[src/rtl/mux_sel_sequencer.sv]
// mux_sel_sequencer
//   Drives an 8:1 bit selector so that its output becomes a framed serial
//   bit stream. A word is captured on an accepted start, the select lines
//   step through all eight channels (each held i_div+1 clocks), and the
//   selector is held disabled whenever no transfer is running.
//
// Ports
//   i_clk    : clock, all logic on rising edge
//   i_rst    : synchronous reset, active-high
//   i_start  : transfer request, accepted only in IDLE
//   i_data   : word to serialise, sampled on the accepted start
//   i_div    : bit period minus one, sampled on the accepted start
//   i_abort  : abort of a running transfer
//   o_i      : captured word, drives selector data inputs
//   o_s      : channel select, drives selector select inputs
//   o_en     : selector disable (1 forces selector output to 0)
//   o_busy   : high while running
//   o_last   : high while the 8th bit is presented
//   o_done   : one-cycle pulse on normal completion
module mux_sel_sequencer #(
  parameter int unsigned CNT_W     = 8,
  parameter bit          MSB_FIRST = 1'b0
) (
  input  logic             i_clk,
  input  logic             i_rst,
  input  logic             i_start,
  input  logic [7:0]       i_data,
  input  logic [CNT_W-1:0] i_div,
  input  logic             i_abort,
  output logic [7:0]       o_i,
  output logic [2:0]       o_s,
  output logic             o_en,
  output logic             o_busy,
  output logic             o_last,
  output logic             o_done
);

  localparam logic [2:0] S_FIRST = MSB_FIRST ? 3'd7 : 3'd0;

  typedef enum logic [1:0] {
    ST_IDLE = 2'd0,
    ST_RUN  = 2'd1,
    ST_DONE = 2'd2
  } state_t;

  state_t           r_state;
  state_t           w_state_nxt;

  logic [7:0]       r_i,       w_i_nxt;
  logic [2:0]       r_s,       w_s_nxt;
  logic             r_en,      w_en_nxt;
  logic             r_busy,    w_busy_nxt;
  logic             r_last,    w_last_nxt;
  logic             r_done,    w_done_nxt;
  logic [CNT_W-1:0] r_div_lat, w_div_lat_nxt;
  logic [CNT_W-1:0] r_div_cnt, w_div_cnt_nxt;
  logic [2:0]       r_bit_cnt, w_bit_cnt_nxt;

  logic             w_bit_end;
  logic             w_last_bit;
  logic [2:0]       w_s_step;

  // Bit period ends when the divider has counted up to the latched value.
  assign w_bit_end  = (r_div_cnt == r_div_lat);
  assign w_last_bit = (r_bit_cnt == 3'd7);
  assign w_s_step   = MSB_FIRST ? (r_s - 3'd1) : (r_s + 3'd1);

  // State and output registers.
  always_ff @(posedge i_clk) begin
    if (i_rst) begin
      r_state   <= ST_IDLE;
      r_i       <= 8'd0;
      r_s       <= 3'd0;
      r_en      <= 1'b1;
      r_busy    <= 1'b0;
      r_last    <= 1'b0;
      r_done    <= 1'b0;
      r_div_lat <= '0;
      r_div_cnt <= '0;
      r_bit_cnt <= 3'd0;
    end else begin
      r_state   <= w_state_nxt;
      r_i       <= w_i_nxt;
      r_s       <= w_s_nxt;
      r_en      <= w_en_nxt;
      r_busy    <= w_busy_nxt;
      r_last    <= w_last_nxt;
      r_done    <= w_done_nxt;
      r_div_lat <= w_div_lat_nxt;
      r_div_cnt <= w_div_cnt_nxt;
      r_bit_cnt <= w_bit_cnt_nxt;
    end
  end

  // Next-state logic.
  always_comb begin
    w_state_nxt = r_state;
    case (r_state)
      ST_IDLE: if (i_start) w_state_nxt = ST_RUN;
      ST_RUN: begin
        if (i_abort)                      w_state_nxt = ST_IDLE;
        else if (w_bit_end && w_last_bit) w_state_nxt = ST_DONE;
      end
      ST_DONE: w_state_nxt = ST_IDLE;
      default: w_state_nxt = ST_IDLE;
    endcase
  end

  // Next values of the registered outputs and datapath.
  always_comb begin
    w_i_nxt       = r_i;
    w_s_nxt       = r_s;
    w_en_nxt      = r_en;
    w_busy_nxt    = r_busy;
    w_last_nxt    = r_last;
    w_done_nxt    = 1'b0;
    w_div_lat_nxt = r_div_lat;
    w_div_cnt_nxt = r_div_cnt;
    w_bit_cnt_nxt = r_bit_cnt;
    case (r_state)
      ST_IDLE: begin
        if (i_start) begin
          w_i_nxt       = i_data;
          w_div_lat_nxt = i_div;
          w_s_nxt       = S_FIRST;
          w_en_nxt      = 1'b0;
          w_busy_nxt    = 1'b1;
          w_last_nxt    = 1'b0;
          w_div_cnt_nxt = '0;
          w_bit_cnt_nxt = 3'd0;
        end
      end
      ST_RUN: begin
        if (i_abort) begin
          w_s_nxt       = 3'd0;
          w_en_nxt      = 1'b1;
          w_busy_nxt    = 1'b0;
          w_last_nxt    = 1'b0;
          w_div_cnt_nxt = '0;
          w_bit_cnt_nxt = 3'd0;
        end else if (w_bit_end) begin
          w_div_cnt_nxt = '0;
          if (w_last_bit) begin
            // s keeps its final value through DONE and IDLE
            w_en_nxt   = 1'b1;
            w_busy_nxt = 1'b0;
            w_last_nxt = 1'b0;
            w_done_nxt = 1'b1;
          end else begin
            w_bit_cnt_nxt = r_bit_cnt + 3'd1;
            w_s_nxt       = w_s_step;
            w_last_nxt    = (r_bit_cnt == 3'd6);
          end
        end else begin
          w_div_cnt_nxt = r_div_cnt + CNT_W'(1);
        end
      end
      default: ;
    endcase
  end

  assign o_i    = r_i;
  assign o_s    = r_s;
  assign o_en   = r_en;
  assign o_busy = r_busy;
  assign o_last = r_last;
  assign o_done = r_done;

endmodule
[config.mk]
export PLATFORM = sky130hd
export DESIGN_NAME = mux_sel_sequencer
export DESIGN_NICKNAME = d
export VERILOG_FILES = /design/src/rtl/mux_sel_sequencer.sv
export SDC_FILE = /design/constraint.sdc
export NUM_CORES = 1
export LEC_CHECK = 0
export BUFFER_PORTS_ARGS = -buffer_cell sky130_fd_sc_hd__buf_2
export CORE_UTILIZATION = 43
export DETAILED_ROUTE_END_ITERATION = 8
export HOLD_SLACK_MARGIN = 0.06
export PLACE_DENSITY = 0.66
export SYNTH_ARGS = -nofsm -noshare
export SYNTH_HDL_FRONTEND = slang
export SYNTH_SLANG_ARGS = --single-unit
[constraint.sdc]
create_clock -name i_clk -period 3.5 [get_ports i_clk]
set_clock_uncertainty 0.1 [all_clocks]
set_input_delay 0.525 -clock i_clk [delete_from_list [all_inputs] [get_ports i_clk]]
set_output_delay 0.525 -clock i_clk [all_outputs]
set_load 0.01 [all_outputs]
==> key figures, run 1 <==
GRT
  – First-pass GRT wire length: roughly 6000 µm
  – Largest net degree at the start of global routing: 31
  – Congestion Overflow GR: 0
  – Vias in the first global route: between 1000 and 1500
  – Total track usage: 19.4%
  – Initial antenna violation count: 0

Synthesis
  – Synthesized cell area: roughly 1600 µm²
  – Ys Warns: 0
  – Fraction of registers with async set/reset: 0%
  – Syn_nets: 210
  – Ys flop type: dfxtp_1
  – Avg Synthesized Cell Area: slightly below 9 µm²
  – Sequential fraction of the synthesis area: 45.0%
  – Yosys reg bits: 36
  – Share of the synthesized area in the top cell type: 45.0%
  – Top-count cell post-synth: nand2_1
  – Synth area leaders: dfxtp_1, nand2_1, a21oi_1
  – EDFF count, synth: 0
  – Post-Syn Instances: 185
  – Synth cell types: 39
  – Synth top cells by count: nand2_1, dfxtp_1, a21oi_1
  – Largest area contributor in the netlist: dfxtp_1

Finish
  – Layout cells sized above 1: between 20% and 30%
  – Area growth, synth to finish: 19.9%
  – Nets: 243
  – Ant diodes: 0

STA
  – RSZ-0062 raised after global routing: no
  – Post-Route Setup TNS: 0 ns
  – Max Fclk: 0.432 GHz
  – Fin. Hold Viols: 0
  – Setup Viol. Count Final: 0
  – Post-route minimum period: 2.31 ns
  – Final period utilization: 66.1%
  – Max Slew Vio Count: 0
  – Hold Slack: 0.356 ns
  – Rel. slew slack: 40.0%
  – Worst-margin pin slew: 0.900 ns
  – Final WS setup: between 1 and 1.5 ns

Setup path
  – CP max FO: 13
  – Startpoint types: flip-flop
  – CP Data Required Time: about 3.6 ns
  – Critical path arrival: between 2 and 2.5 ns
  – Worst Setup End Kind: flip-flop
  – Crit path kind: reg -> reg

Placed design
  – DP Worst Slack: 0.997 ns
  – Gpl congestion: between 0.7 and 0.8
  – DP HPWL: between 2000 and 2500 µm
  – Buffers added on ports: 34

CTS
  – Post-CTS Setup Bufs: 0
  – CTS tree: done
  – Clock Sinks: 36
  – Skew-Pair Late Insertion Delay: 0.29 ns
  – Post-CTS Resized: 0
  – Number of buffers created by CTS: 5
  – Htree depth: 2
  – Hold-fix buffers, CTS: 0
  – Clk root buf: clkbuf_8
  – Clock transition at path regs: 0.07 ns
  – Clk buf depth: 2

Floorplanning
  – IO Count: 35
  – Core ar.: 3440 µm²
  – Die footprint: just under 4000 µm²
  – Die Y: 63.1 µm
  – Die X: 63.1 µm
  – Row Count: 21
  – Starting density of the core: roughly 47%

Detailed routing
  – Drt pass-1 iters: 4
  – Via/cell ratio: around 5.3
  – WL/cell: 13.0 µm
  – Antenna Nets Post-Route: 0
  – Vias: 1392
  – Drc violations: 0
  – Initial drt markers: 136
  – Post-Route WL: 3460 µm

Outcome
  – Status: completed

Power
  – Design Power: approximately 0.95 mW
  – Maximum vdd drop: between 0.2 and 0.3 mV
  – Pwr dens: 495 nW/µm²
  – Pleak: 0.859 nW

Flow run
  – Max Cap Violations: 0

Worst hold path
  – Hold crit path type: reg -> reg
[power breakdown]
part           switching, mW  total, mW  internal (mW)
Combinational         0.0705      0.114         0.0440
Clock                  0.147      0.398          0.251
Sequential            0.0118      0.439          0.427
Total                  0.229      0.952          0.723
[final cells by class]
cell class,count,area (µm²)
clock buffer,7,96.3
timing repair buffer,35,178
fill,328,1520
inverter,4,15.0
tap,46,57.6
multi-input combinational,136,825
clock inverter,1,30.0
sequential,36,721
[stage by stage]
stage | cell area, µm² | cells | utilization, %
5_1_grt | 1920 | 265 | 55.8
4_1_cts | 1920 | 265 | 55.8
6_report | 1920 | 265 | 55.8
3_5_place_dp | 1800 | 257 | 52.2
2_1_floorplan | 1600 | 185 | -
3_3_place_gp | 1800 | 257 | 52.2
[cell families (layout without fill, tap and decap cells)]
group / count (synthesis) / count (layout) / synth area share (%)
buffers and inverters: 13 / 47 / 3.59
muxes: 4 / 4 / 2.50
AOI/OAI and AO/OA: 37 / 37 / 14.1
and+or+nand+nor: 80 / 80 / 25.1
DFF: 36 / 36 / 45.0
adders and majority gates: 5 / 5 / 3.90
xor gates and xnor gates: 10 / 10 / 5.93
[cell usage in the layout, fill, tap and decap left out, types with 2 or more instances in the layout]
cell,count
nand2_1,41
nor2_1,13
clkbuf_8,7
buf_2,34
inv_1,4
nand3_1,4
mux2i_1,4
xor2_1,9
nor2b_1,2
nand4_1,2
ha_1,5
nor4_4,2
dfxtp_1,36
nor3_1,4
or3_1,2
nor4_1,2
a21oi_1,20
and4_2,2
o21ai_0,5
[critical path, stage by stage, from the launching register on]
cell and delay [ns]:
dfxtp_1 0.41, or3b_2 0.52, a21oi_1 0.72, nor4_1 0.14, a211o_1 0.30
[registers in the layout (all words and copies together) (netlist names)]
signal and cells:
o_busy 1, o_done 1, o_en 1, o_i 8, o_last 1, o_s 3, r_bit_cnt 3, r_div_cnt 8
r_div_lat 8, r_state 2
[layer usage]
layer	GRT usage, %	up-vias	share of wire, %
met4	9.30	0	1.3
met3	5.98	5	4.9
met5	0	-	0
met1	21.8	642	45
met2	33.1	41	49
li1	-	704	-
[final timing paths]
path / from / to / slack (ns) / cells after the start
setup reg to reg: r_state[0]$_SDFFE_PP0P_ / o_en$_SDFFE_PP1P_ / 1.19 / 4
hold / removal: o_i[0]$_SDFFE_PP0P_ / o_i[0]$_SDFFE_PP0P_ / 0.36 / 2
hold reg to reg: o_i[0]$_SDFFE_PP0P_ / o_i[0]$_SDFFE_PP0P_ / 0.36 / 2
setup / recovery: r_state[0]$_SDFFE_PP0P_ / o_en$_SDFFE_PP1P_ / 1.19 / 4
Power figures use the tool's default switching activity.
==> run 2, diff against run 1 <==
==> constraint.sdc (replaced) <==
create_clock -name i_clk -period 2.3 [get_ports i_clk]
set_clock_uncertainty 0.1 [all_clocks]
set_input_delay 0.345 -clock i_clk [delete_from_list [all_inputs] [get_ports i_clk]]
set_output_delay 0.345 -clock i_clk [all_outputs]
set_load 0.01 [all_outputs]
==> key figures, run 2 (same netlist as run 1, synthesis figures left out) <==
GRT
  – First-pass GRT wire length: around 5600 µm
  – Met2 Use GR: a little under a third
  – Initial antenna violation count: 0
  – Vias in the first global route: 1264
  – Largest net degree at the start of global routing: 31
  – Total track usage: 18.6%
  – Congestion Overflow GR: 0
  – Most crowded layer after global routing: met2
  – Grt met1 use: 21.1%
  – GR Layer Usage met3: under 10%

CTS
  – Clk buf depth: 2
  – Post-CTS Setup Bufs: 0
  – Skew-Pair Late Insertion Delay: 0.29 ns
  – Clock transition at path regs: 0.07 ns
  – Post-CTS Resized: 0
  – Clock Sinks: 36
  – CTS tree: done
  – Number of buffers created by CTS: 5
  – Htree depth: 2
  – Clk root buf: clkbuf_8
  – Hold-fix buffers, CTS: 0

Setup path
  – Crit path top cell by count: a21oi_1
  – Critical path arrival: 2.19 ns
  – Startpoint types: flip-flop
  – Flop2flop setup slack: 0.22 ns
  – CP Data Required Time: 2.41 ns
  – Worst Setup End Kind: flip-flop
  – Crit path cell chain: xor2_1 > nor4_4 > a21oi_1 > buf_4 > or3_1 > a21oi_1
  – Slowest CP cell: nor4_4
  – Max incr delay on CP: 0.47 ns
  – Crit path kind: reg -> reg
  – CP max FO: 12

Finish
  – Area growth, synth to finish: 19.7%
  – Register area: 721 µm²
  – Layout cells sized above 1: 24.4%
  – Footprint of the multi-input gates: 825 µm²
  – Commonest cells after routing, fill and taps aside: nand2_1, dfxtp_1, buf_2
  – Final Util: 55.7%
  – Most common cell after layout, fill and taps aside: nand2_1
  – Ant diodes: 0
  – Layout filler cell count: 323
  – Post-route cell area: 1920 µm²
  – Nets: 245

STA
  – Final period utilization: 90.3%
  – Max Fclk: 0.481 GHz
  – Worst-margin pin slew: ~0.58 ns
  – Setup Viol. Count Final: 0
  – Post-Route Setup TNS: 0 ns
  – RSZ-0062 raised after global routing: no
  – Rel. slew slack: around three fifths
  – Max Slew Vio Count: 0
  – Post-route minimum period: 2.08 ns
  – Fin. Hold Viols: 0

Flow run
  – Max Cap Violations: 0

Worst hold path
  – Hold crit path type: in -> reg

Detailed routing
  – Post-Route WL: 3300 µm
  – Drc violations: 0
  – WL/cell: approximately 12 µm
  – Drt pass-1 iters: 4
  – Antenna Nets Post-Route: 0
  – Via/cell ratio: 5.24
  – Vias: between 1000 and 1500
  – Initial drt markers: 69

Placed design
  – Buffers added on ports: 34
  – Placed instance area: 1810 µm²
  – DP HPWL: 2370 µm
  – Gpl congestion: 0.828

Floorplanning
  – Die footprint: just under 4000 µm²
  – Core ar.: between 3000 and 4000 µm²
  – Die Y: 63.1 µm
  – Die X: 63.1 µm
  – Starting density of the core: 46.6%
  – Row Count: 21
  – IO Count: 35

Outcome
  – Status: completed

Power
  – Pwr dens: 721 nW/µm²
  – Maximum vdd drop: 0.375 mV
  – Pleak: 0.860 nW
## run 2: report_power, final
group / internal [mW] / leakage (nW) / switching, mW
Sequential: 0.650 / 0.293 / 0.0181
Clock: 0.321 / 0.0552 / 0.216
Combinational: 0.0704 / 0.512 / 0.107
Total: 1.04 / 0.860 / 0.341
## run 2: final cells by class
type	instances	area share, %
multi-input combinational	136	43.0
sequential	36	37.6
timing repair buffer	37	10.0
clock buffer	6	3.78
tap	46	3.00
clock inverter	2	1.83
inverter	4	0.783
## run 2: metal layers
| metal | up-vias | routed length, µm | part of all wire, % |
|---|---|---|---|
| met2 | 37 | 1590 | 48 |
| met4 | 0 | 65 | 2.0 |
| met5 | - | 0 | 0 |
| met1 | 656 | 1470 | 45 |
| met3 | 6 | 172 | 5.2 |
| li1 | 701 | - | - |
## run 2: critical path, delay by kind of cell (launching register included)
family                    cells  cell delay [ns]
and+or+nand+nor               2             0.82
DFF                           1             0.45
AOI/OAI and AO/OA             2             0.31
buffers and inverters         1             0.21
xor gates and xnor gates      1             0.14
## run 2: through the flow
stage               setup WS (ns)  cells  power, mW  hold slack, ns
floorplan                   0.492    185      0.799           0.348
global placement            0.355    259      0.853           0.340
detailed placement          0.271    259      0.860           0.347
CTS                         0.250    267       1.39           0.184
global route                0.127    267       1.46           0.181
finish                      0.222    267       1.38           0.187
## run 2: final timing paths
kind,startpoint,end,depth (start not counted)
hold reg to reg,o_i[7]$_SDFFE_PP0P_,o_i[7]$_SDFFE_PP0P_,2
setup reg to reg,r_div_cnt[5]$_SDFFE_PP0P_,o_last$_SDFFE_PP0P_,6
hold / removal,i_div[0],r_div_lat[0]$_SDFFE_PP0P_,3
setup / recovery,r_div_cnt[5]$_SDFFE_PP0P_,o_last$_SDFFE_PP0P_,6
==> run 3, diff against run 2 <==
--- a/config.mk
+++ b/config.mk
@@ -6,10 +6,12 @@
 export NUM_CORES = 1
 export LEC_CHECK = 0
 export BUFFER_PORTS_ARGS = -buffer_cell sky130_fd_sc_hd__buf_2
-export CORE_UTILIZATION = 43
+export CELL_PAD_IN_SITES_DETAIL_PLACEMENT = 0
+export CELL_PAD_IN_SITES_GLOBAL_PLACEMENT = 1
+export CORE_UTILIZATION = 39
 export DETAILED_ROUTE_END_ITERATION = 8
 export HOLD_SLACK_MARGIN = 0.06
-export PLACE_DENSITY = 0.66
+export PLACE_DENSITY_LB_ADDON = 0.1
 export SYNTH_ARGS = -nofsm -noshare
 export SYNTH_HDL_FRONTEND = slang
 export SYNTH_SLANG_ARGS = --single-unit
==> key figures, run 3 (same netlist as run 1, synthesis figures left out) <==
GRT
  – Congestion Overflow GR: 0
  – Largest net degree at the start of global routing: 20
  – Initial antenna violation count: 0
  – Vias in the first global route: 1354
  – Total track usage: 18.2%
  – First-pass GRT wire length: 5950 µm

Setup path
  – Worst Setup End Kind: flip-flop
  – Critical path arrival: 2.10 ns
  – CP max FO: 5
  – R2r endpoint: o_s[2]$_SDFFE_PP0P_
  – Startpoint types: flip-flop
  – R2R depth: 5
  – R2R Path Start: r_state[0]$_SDFFE_PP0P_
  – Flop2flop setup slack: around 0.33 ns
  – Max incr delay on CP: 0.52 ns
  – Stages on worst setup path: 5
  – Crit path kind: reg -> reg
  – Buf/Inv on CP: 0
  – Crit path cell chain: or3b_2 > nor2_1 > nand4_1 > nor3b_1 > a21o_1
  – Crit-path leading delay family: simple AND/OR/NAND/NOR gates
  – CP Data Required Time: 2.43 ns
  – Slowest CP cell: or3b_2

Detailed routing
  – Via/cell ratio: around 5.1
  – Post-Route WL: 3510 µm
  – WL/cell: 12.9 µm
  – Initial drt markers: between 70 and 80
  – Drt pass-1 iters: 6
  – Drc violations: 0
  – Antenna Nets Post-Route: 0
  – Vias: 1382

Power
  – Clock power frac: 34.9%
  – Switching portion of total power: 25.9%
  – Pleak: 0.860 nW
  – Pwr dens: between 600 and 700 nW/µm²
  – Combinational share of power: 14.0%
  – NetSw: 0.339 mW
  – Int Power: 0.970 mW
  – Reg power frac: 51.1%
  – Maximum vdd drop: 0.383 mV

CTS
  – Htree depth: 2
  – Hold-fix buffers, CTS: 0
  – Clock transition at path regs: 0.07 ns
  – Post-CTS Resized: 0
  – CTS tree: done
  – Clk root buf: clkbuf_8
  – Clk buf depth: 2
  – Post-CTS Setup Bufs: 0
  – Number of buffers created by CTS: 5
  – Clock Sinks: 36
  – Skew-Pair Late Insertion Delay: 0.28 ns

Floorplanning
  – Die X: 66.1 µm
  – Die footprint: 4370 µm²
  – Core ar.: 3800 µm²
  – Row Count: 22
  – Starting density of the core: 42.2%
  – Die Y: 66.1 µm
  – IO Count: 35

Placed design
  – Buffers added on ports: 34
  – Cell count after placement: approximately 260
  – DP HPWL: 2530 µm
  – DP Worst Slack: 0.320 ns
  – Gpl congestion: about 0.83

Finish
  – Layout cells sized above 1: about a quarter
  – Commonest cells after routing, fill and taps aside: nand2_1, dfxtp_1, buf_2
  – Ant diodes: 0
  – Area growth, synth to finish: 19.7%
  – Final Instance Count excl. Fillers: approximately 270
  – Register area: 721 µm²
  – Layout filler cell count: 389
  – Footprint of the multi-input gates: 825 µm²
  – Most common cell after layout, fill and taps aside: nand2_1
  – Nets: ~250

Worst hold path
  – Hold crit path type: in -> reg
  – Min-Delay Path Depth: 3
  – WHS Endpoint: o_i[0]$_SDFFE_PP0P_
  – Hold wc startpoint: i_data[0]

STA
  – Post-route minimum period: around 2.0 ns
  – Max Fclk: slightly above 0.5 GHz
  – Final WS setup: about 0.33 ns
  – Rel. slew slack: 61.9%
  – Post-Route Setup TNS: 0 ns
  – Final period utilization: 85.7%
  – Worst-margin pin slew: 0.570 ns
  – RSZ-0062 raised after global routing: no
  – Fin. Hold Viols: 0
  – Setup Viol. Count Final: 0
  – Max Slew Vio Count: 0
  – Hold Slack: 0.198 ns

Flow run
  – Max Cap Violations: 0

Outcome
  – Status: completed
==> run 3: cell count changes in the layout (fill, tap and decap cells not counted) <==
cell	delta
buf_4	+2
bufinv_16	-1
clkbuf_1	+1
clkbuf_8	+1
clkinv_2	-1
==> run 3: per-stage QoR <==
step,total power [mW],area (µm²),util [%]
6_report,1.31,1920,50.5
5_1_grt,1.37,1920,50.5
4_1_cts,1.32,1920,50.5
3_5_place_dp,0.867,1830,48.1
3_3_place_gp,0.862,1830,48.1
2_1_floorplan,0.799,1600,-
==> run 3: power by group through the flow <==
| stage | combinational, mW | sequential [mW] | clock [mW] |
|---|---|---|---|
| after floorplan | 0.113 | 0.686 | 0 |
| after global placement | 0.181 | 0.681 | 0 |
| after detailed placement | 0.184 | 0.683 | 0 |
| after CTS | 0.185 | 0.669 | 0.467 |
| after global routing | 0.205 | 0.671 | 0.496 |
| final | 0.184 | 0.669 | 0.456 |
==> run 3: tightest hold or removal path, stage by stage <==
cell and delay, ns:
buf_2 0.09, nand2_1 0.04, a21oi_1 0.05
==> run 3: worst max-delay path by stage <==
stage,start,end,slack [ns]
floorplan,r_div_cnt[3]$_SDFFE_PP0P_,r_div_cnt[7]$_SDFFE_PP0P_,0.49
global placement,r_div_cnt[3]$_SDFFE_PP0P_,r_bit_cnt[1]$_SDFFE_PP0P_,0.37
detailed placement,i_abort,o_s[2]$_SDFFE_PP0P_,0.32
CTS,r_state[0]$_SDFFE_PP0P_,o_s[2]$_SDFFE_PP0P_,0.32
global route,r_div_cnt[5]$_SDFFE_PP0P_,o_busy$_SDFFE_PP0P_,0.21
finish,r_state[0]$_SDFFE_PP0P_,o_s[2]$_SDFFE_PP0P_,0.33
==> run 3: area by class of cell <==
| type | count | area share [%] |
|---|---|---|
| clock buffers | 8 | 4.70 |
| multi-input cells | 136 | 43.0 |
| flip-flops and latches | 36 | 37.6 |
| well taps | 48 | 3.13 |
| repair buffers | 39 | 10.8 |
| inverters | 4 | 0.783 |
==> run 3: layer usage <==
metal  vias to the layer above  track usage, %  wire, µm
met1                       646            20.0      1540
met4                         0            7.98        42
met3                         5            4.14       114
met2                        24            32.9      1810
met5                         -               0         0
li1                        707               -         -
